==> config.mk <==
export PLATFORM = sky130hd
export DESIGN_NAME = piso_shift_ctrl
export DESIGN_NICKNAME = d
export VERILOG_FILES = /design/src/rtl/spm_pkg.sv /design/src/rtl/spm_bit_counter.sv /design/src/rtl/piso_shift_ctrl.sv
export SDC_FILE = /design/constraint.sdc
export NUM_CORES = 1
export LEC_CHECK = 0
export BUFFER_PORTS_ARGS = -buffer_cell sky130_fd_sc_hd__buf_2
export CAP_MARGIN = 20
export CORE_MARGIN = 10
export CORE_UTILIZATION = 45
export DETAILED_ROUTE_END_ITERATION = 10
export PLACE_DENSITY = 0.66
export RECOVER_POWER = 50
export SETUP_SLACK_MARGIN = 0.3
export SYNTH_ARGS = -nofsm -noshare
export SYNTH_HDL_FRONTEND = slang
export SYNTH_HIERARCHICAL = 1
export SYNTH_SLANG_ARGS = --single-unit
==> constraint.sdc <==
create_clock -name clk -period 4.14 [get_ports clk]
set_clock_uncertainty 0.15 [all_clocks]
set_input_delay 0.414 -clock clk [delete_from_list [all_inputs] [get_ports clk]]
set_output_delay 0.414 -clock clk [all_outputs]
set_load 0.03 [all_outputs]
==> src/rtl/spm_pkg.sv <==
// Shared definitions for the serial-parallel multiplier datapath.
package spm_pkg;

  localparam int SPM_WIDTH = 64;

  localparam logic ORDER_LSB = 1'b0;
  localparam logic ORDER_MSB = 1'b1;

  typedef enum logic {
    IDLE,
    SHIFT
  } state_t;

endpackage

==> src/rtl/spm_bit_counter.sv <==
// Loadable down-counter with terminal-count flag; tc is high while the count is 1.
module spm_bit_counter
  import spm_pkg::*;
#(
  parameter  int WIDTH = SPM_WIDTH,
  localparam int CNT_W = $clog2(WIDTH + 1)
) (
  input  logic             clk,
  input  logic             rst,
  input  logic             load,
  input  logic             en,
  output logic [CNT_W-1:0] count,
  output logic             tc
);

  always_ff @(posedge clk or posedge rst) begin
    if (rst) begin
      count <= '0;
    end else if (load) begin
      count <= CNT_W'(WIDTH);
    end else if (en && (count != '0)) begin
      count <= count - CNT_W'(1);
    end
  end

  assign tc = (count == CNT_W'(1));

endmodule

==> src/rtl/piso_shift_ctrl.sv <==
// Parallel-in/serial-out shifter with latched bit order, bit counter and busy/done handshake.
// Define PISO_SIGN_EXT_EN to fill idle shifts with the operand sign instead of zero.
module piso_shift_ctrl
  import spm_pkg::*;
#(
  parameter  int WIDTH = SPM_WIDTH,
  localparam int CNT_W = $clog2(WIDTH + 1)
) (
  input  logic             clk,
  input  logic             rst,
  input  logic [WIDTH-1:0] x,
  input  logic             ld,
  input  logic             shift,
  input  logic             msb_first,
  output logic             out,
  output logic             busy,
  output logic             done,
  output logic [CNT_W-1:0] bits_left
);

  state_t           state;
  logic [WIDTH-1:0] shiftreg;
  logic             order;
  logic             last_bit;
  logic             fill_bit;

  spm_bit_counter #(
    .WIDTH(WIDTH)
  ) u_bit_counter (
    .clk  (clk),
    .rst  (rst),
    .load (ld),
    .en   ((state == SHIFT) && shift && !ld),
    .count(bits_left),
    .tc   (last_bit)
  );

`ifdef PISO_SIGN_EXT_EN
  logic sign;

  // MSB-first words already emitted their sign first, so they extend with zero.
  always_ff @(posedge clk or posedge rst) begin
    if (rst) begin
      sign <= 1'b0;
    end else if (ld) begin
      sign <= msb_first ? 1'b0 : x[WIDTH-1];
    end
  end

  assign fill_bit = sign;
`else
  assign fill_bit = 1'b0;
`endif

  always_ff @(posedge clk or posedge rst) begin
    if (rst) begin
      state    <= IDLE;
      shiftreg <= '0;
      order    <= ORDER_LSB;
      out      <= 1'b0;
      busy     <= 1'b0;
      done     <= 1'b0;
    end else begin
      done <= 1'b0;
      if (ld) begin
        shiftreg <= x;
        order    <= msb_first;
        out      <= 1'b0;
        busy     <= 1'b1;
        state    <= SHIFT;
      end else if (shift) begin
        unique case (state)
          SHIFT: begin
            if (order == ORDER_MSB) begin
              out      <= shiftreg[WIDTH-1];
              shiftreg <= {shiftreg[WIDTH-2:0], 1'b0};
            end else begin
              out      <= shiftreg[0];
              shiftreg <= {1'b0, shiftreg[WIDTH-1:1]};
            end
            if (last_bit) begin
              done  <= 1'b1;
              busy  <= 1'b0;
              state <= IDLE;
            end
          end
          IDLE: out <= fill_bit;
          default: state <= IDLE;
        endcase
      end
    end
  end

endmodule

# Word level (Yosys, flattened, before mapping)
# Cells that the tools add are included.
# W data, S select, Z words.
# classes
bitwise	1
reduce_logical	11
order_cmp	0
div	0
n_addsub	1
n_mul	0
n_eq_ne	1
shifts	0
muxes	22
# ops
op	count
$mux W64	4
$mux W1	15
$mux W7	2
$reduce_bool A2 Y1	4
$eq A7 B1 Y1 const B	1
$reduce_bool A7 Y1	1
$sub A7 B1 Y7 const B	1
$logic_and A1 B1 Y1	3
$reduce_and A3 Y1	1
$pmux W1 S2	1
$reduce_and A2 Y1	1
$logic_not A1 Y1	1
$not A1 Y1	1
# totals
rom_bits	0
memories	0
mem_bits_rw	0
latch_bits	0
register_bits	76
inputBits	69

# Logic depth before layout (Yosys ltp)
# logic_depth
ltp_word	5
depth_mapped	7

# Cells and area by module
# Netlist, hierarchy kept.
# modules_own_cells
mod	area_per_inst_um2	instances	cells_per_inst	seq_area_each_um2
piso_shift_ctrl	4473.0	1	443	1726.7
spm_bit_counter	410.4	1	43	175.2

# Least setup slack after synthesis
# OpenSTA, ideal clock, no wires.
# synth_timing
path_type	input to register
from	input port shift
to	register u_bit_counter.count[3]
n_path_buf	2
required_time_ns	3.916
path_stages	7
t_arrival_ns	1.814
path_slack_ns	2.102
setup_ns	0.074
cell_sequence	nand2_1 > buf_4 > buf_6 > nor2_2 > or4b_4 > a311o_1 > a21oi_2
# synth_via
elab_chain_len	4
# synth_lines
element	line	text
from (decl)	piso_shift_ctrl.sv:13	input logic shift,
$logic_and A1 B1 Y1 (2 in a row)	piso_shift_ctrl.sv:33	.en ((state == SHIFT) && shift && !ld),
$logic_and A1 B1 Y1	spm_bit_counter.sv:21	end else if (en && (count != '0)) begin
$reduce_bool A2 Y1 (no line)	n/a	
to (signal assigned)	spm_bit_counter.sv:20	count <= CNT_W'(WIDTH);
to (signal assigned)	spm_bit_counter.sv:22	count <= count - CNT_W'(1);
to (decl)	spm_bit_counter.sv:12	output logic [CNT_W-1:0] count,
# Every way passes these cells.
# A chain may end at the register's enable or synchronous reset.

# Worst setup path in the final report
# layout_timing
from	register state
to	register shiftreg[4]
# layout_via
elab_chain_len	2
# layout_lines
element	line	text
from (decl)	piso_shift_ctrl.sv:21	state_t state;
from (signal assigned)	piso_shift_ctrl.sv:57	state <= IDLE;
from (signal assigned)	piso_shift_ctrl.sv:70	state <= SHIFT;
from (signal assigned)	piso_shift_ctrl.sv:84	state <= IDLE;
$reduce_bool A2 Y1 (no line)	n/a	
$reduce_and A2 Y1 (no line)	n/a	
to (signal assigned)	piso_shift_ctrl.sv:76	shiftreg <= {shiftreg[WIDTH-2:0], 1'b0};
to (signal assigned)	piso_shift_ctrl.sv:79	shiftreg <= {1'b0, shiftreg[WIDTH-1:1]};
to (decl)	piso_shift_ctrl.sv:22	logic [WIDTH-1:0] shiftreg;
# Every way passes these cells.

==> metrics.md <==
| Metric | Value |
|---|---|
| Drt via density | `5.43` |
| Syn Area/Cell | `between 10 and 15 sq um` |
| Final nets | `611` |
| Arr. time, crit path | `2630 ps` |
| Vias in the first global route | `roughly 3800` |
| Synth Cell Area | `roughly 0.0049 sq mm` |
| Initial DRC count | `246` |
| Row cnt | `37` |
| Chip height | `124 um` |
| Die area | `0.0154 sq mm` |
| # DRC | `0` |
| Final Hold Vio Count | `0` |
| Root buf cell | `clkbuf_8` |
| Clock slew at reported path FFs | `80 ps` |
| Vias | `3699` |
| TNS Setup | `0 ps` |
| Post-synth ARST share | `1.00` |
| Pin count of the biggest net entering global routing | `just under 100` |
| Total CTS buffers | `9` |
| Core ar. | `0.0105 sq mm` |
| Number of port buffers | `78` |
| Worst-Skew Late Latency | `350 ps` |
| Crit path time final | `~2500 ps` |
| First-pass GRT wire length | `18.7 mm` |
| Min Hold Slack | `~110 ps` |
| Synth Flop Type | `dfrtp_1` |
| Most frequent cells in the layout | `dfrtp_1, nor2_1, nand2_1` |
| All-Layer GR Usage | `0.147` |
| Starting Density | `0.467` |
| Commonest non-fill, non-tap cell in the layout | `dfrtp_1` |
| Final wirelength | `11.0 mm` |
| Initial antenna violation count | `0` |
| Placer congestion estimate | `0.825` |
| Number of routed nets with antenna violations | `0` |
| Period utilization | `0.613` |
| Count of different cell masters after synthesis | `38` |
| Outcome | `complete, but fails checks` |
| Compound-Gate Fraction of Synth Area | `0.321` |
| Main combinational cell family by area after synthesis | `compound AO/OA/AOI/OAI gates` |
| Worst path required time | `4230 ps` |
| Pre-antenna DRT Iters | `4` |
| CTS Buffer Depth | `2` |
| Detail Placement HPWL | `7.26 mm` |
| H-tree lvl count | `3` |
| Slowest cell delay on critical path | `1200 ps` |
| Register area share after synthesis | `0.389` |
| Wirelength per Cell | `16.1 um` |
| Peak VDD IR | `between 0.2 and 0.3 mV` |
| Slowest-stage cell, CP | `clkbuf_2` |
| Worst-Margin Slew | `1680 ps` |
| HP Class | `in2reg` |
| # Post-CTS Setup Buffers | `0` |
| Failing checks | `max-capacitance violations, max-slew violations` |
| Max frequency | `0.394 GHz` |
| Number of flops mapped to enable cells by yosys | `0` |
| Final setup violating endpoints | `0` |
| Mux contribution to synthesized area | `0.00999` |
| Yosys Warn Count | `6` |
| Area growth from synthesis to layout | `8.48%` |
| Crit Path Class | `reg2reg` |
| Post-synthesis simple-gate area fraction | `0.205` |
| Slew HR | `-0.118` |
| I/O pin count | `around 80` |
| Post-Syn Instances | `a little under 500` |
| Static leakage | `around 2.2 nW` |
| Synth Register Bits | `76` |
| CTS tree | `built` |
| Total global routing overflow | `0` |
| Unrepaired setup endpoints after global routing | `no` |
| Syn nets | `557` |
| Pwr/cell area | `364 mW/mm^2` |
| Crit start category | `register` |
| # diodes | `0` |
| Nature of the critical path endpoint | `register` |
| Die span in x | `~120 um` |
| Post_cts resized | `0` |
| Final Max Tran Viols | `65` |
| Max-Cap Viols | `1` |
| XOR/XNOR Fraction of Synth Area | `0` |
| Layout cells sized above 1 | `0.327` |
| Crit-path max FO | `64` |
| Clk sinks | `76` |
| CP cell instances | `nand2_4 > clkbuf_2 > a211oi_1 > o31ai_1` |
| Adder-cell area share of the yosys netlist | `0.00512` |
worst max-delay path, delay by kind of cell, from the launching register on:
family | cells | cell delay, ps
buffers and inverters | 1 | 1200
DFF | 1 | 440
and+or+nand+nor | 1 | 100
AOI/OAI and AO/OA | 2 | 490
worst paths after layout:
kind,start,endpoint,slack (ps),depth (start not counted)
setup / recovery,state,shiftreg[4],1600,4
hold / removal,x[18],shiftreg[18],110,3
setup reg to reg,state,shiftreg[4],1600,4
hold reg to reg,busy,busy,330,1
max in group asynchronous,rst,shiftreg[6],1880,4
min in group asynchronous,rst,u_bit_counter/count[0],410,3
registers in the layout, indices dropped and copies added, names as in the netlist:
register             count
busy                     1
done                     1
order                    1
out                      1
shiftreg                64
state                    1
u_bit_counter/count      7
kinds of logic (layout without fill, tap and decap cells):
logic type | after synthesis | in the layout
mux | 4 | 4
flops | 76 | 76
fa+ha+maj | 2 | 2
buf+inv | 49 | 108
compound gates | 142 | 142
simple gates | 213 | 213
cell type report:
cell class / count / area, sq um
clock buffer: 15 / 166
fill: 1034 / 5160
timing repair buffer: 87 / 467
multi-input combinational: 361 / 2540
tap: 136 / 170
sequential: 76 / 1900
clock inverter: 1 / 30.0
inverter: 5 / 18.8
power by group:
| group | internal (mW) | total, mW | switching [mW] | leakage, nW |
|---|---|---|---|---|
| Combinational | 0.193 | 0.445 | 0.253 | 1.16 |
| Clock | 0.313 | 0.587 | 0.273 | 0.0979 |
| Sequential | 0.820 | 0.894 | 0.0740 | 0.914 |
| Total | 1.33 | 1.93 | 0.600 | 2.18 |
per-layer routing:
layer	global-route usage	part of all wire	vias up
met5	0	0	-
met4	0.0374	0.0097	0
met3	0.0416	0.055	9
met2	0.226	0.45	77
met1	0.200	0.48	1791
li1	-	-	1822
metrics by stage:
stage / total power [mW] / instances / worst slack [ps] / util / cell area, sq um
2_1_floorplan: 1.29 / 486 / 1840 / - / 4880
3_3_place_gp: 1.36 / 663 / 1940 / 0.497 / 5190
3_5_place_dp: 1.37 / 663 / 1880 / 0.497 / 5190
4_1_cts: 1.97 / 680 / 1890 / 0.516 / 5400
5_1_grt: 2.04 / 681 / 1420 / 0.506 / 5300
6_report: 1.93 / 681 / 1600 / 0.506 / 5300
Yosys cell counts (5+ instances only):
library cell / instances / area, sq um
nor2b_1: 62 / 388
nor2_1: 68 / 255
dfrtp_1: 76 / 1900
a211oi_2: 49 / 613
buf_6: 15 / 169
o31ai_1: 9 / 67.6
buf_4: 8 / 60.1
a21oi_1: 5 / 25.0
inv_1: 5 / 18.8
o31ai_2: 54 / 676
buf_2: 7 / 35.0
a211oi_1: 13 / 97.6
nand2_1: 70 / 263
clkbuf_1: 14 / 52.6
timing repair:
action | in CTS | in global routing
endpoints found under the setup margin | 0 | 0
endpoints found under the hold margin | 7 | 0
hold buffers | 1 | 0
Power figures use the tool's default switching activity.
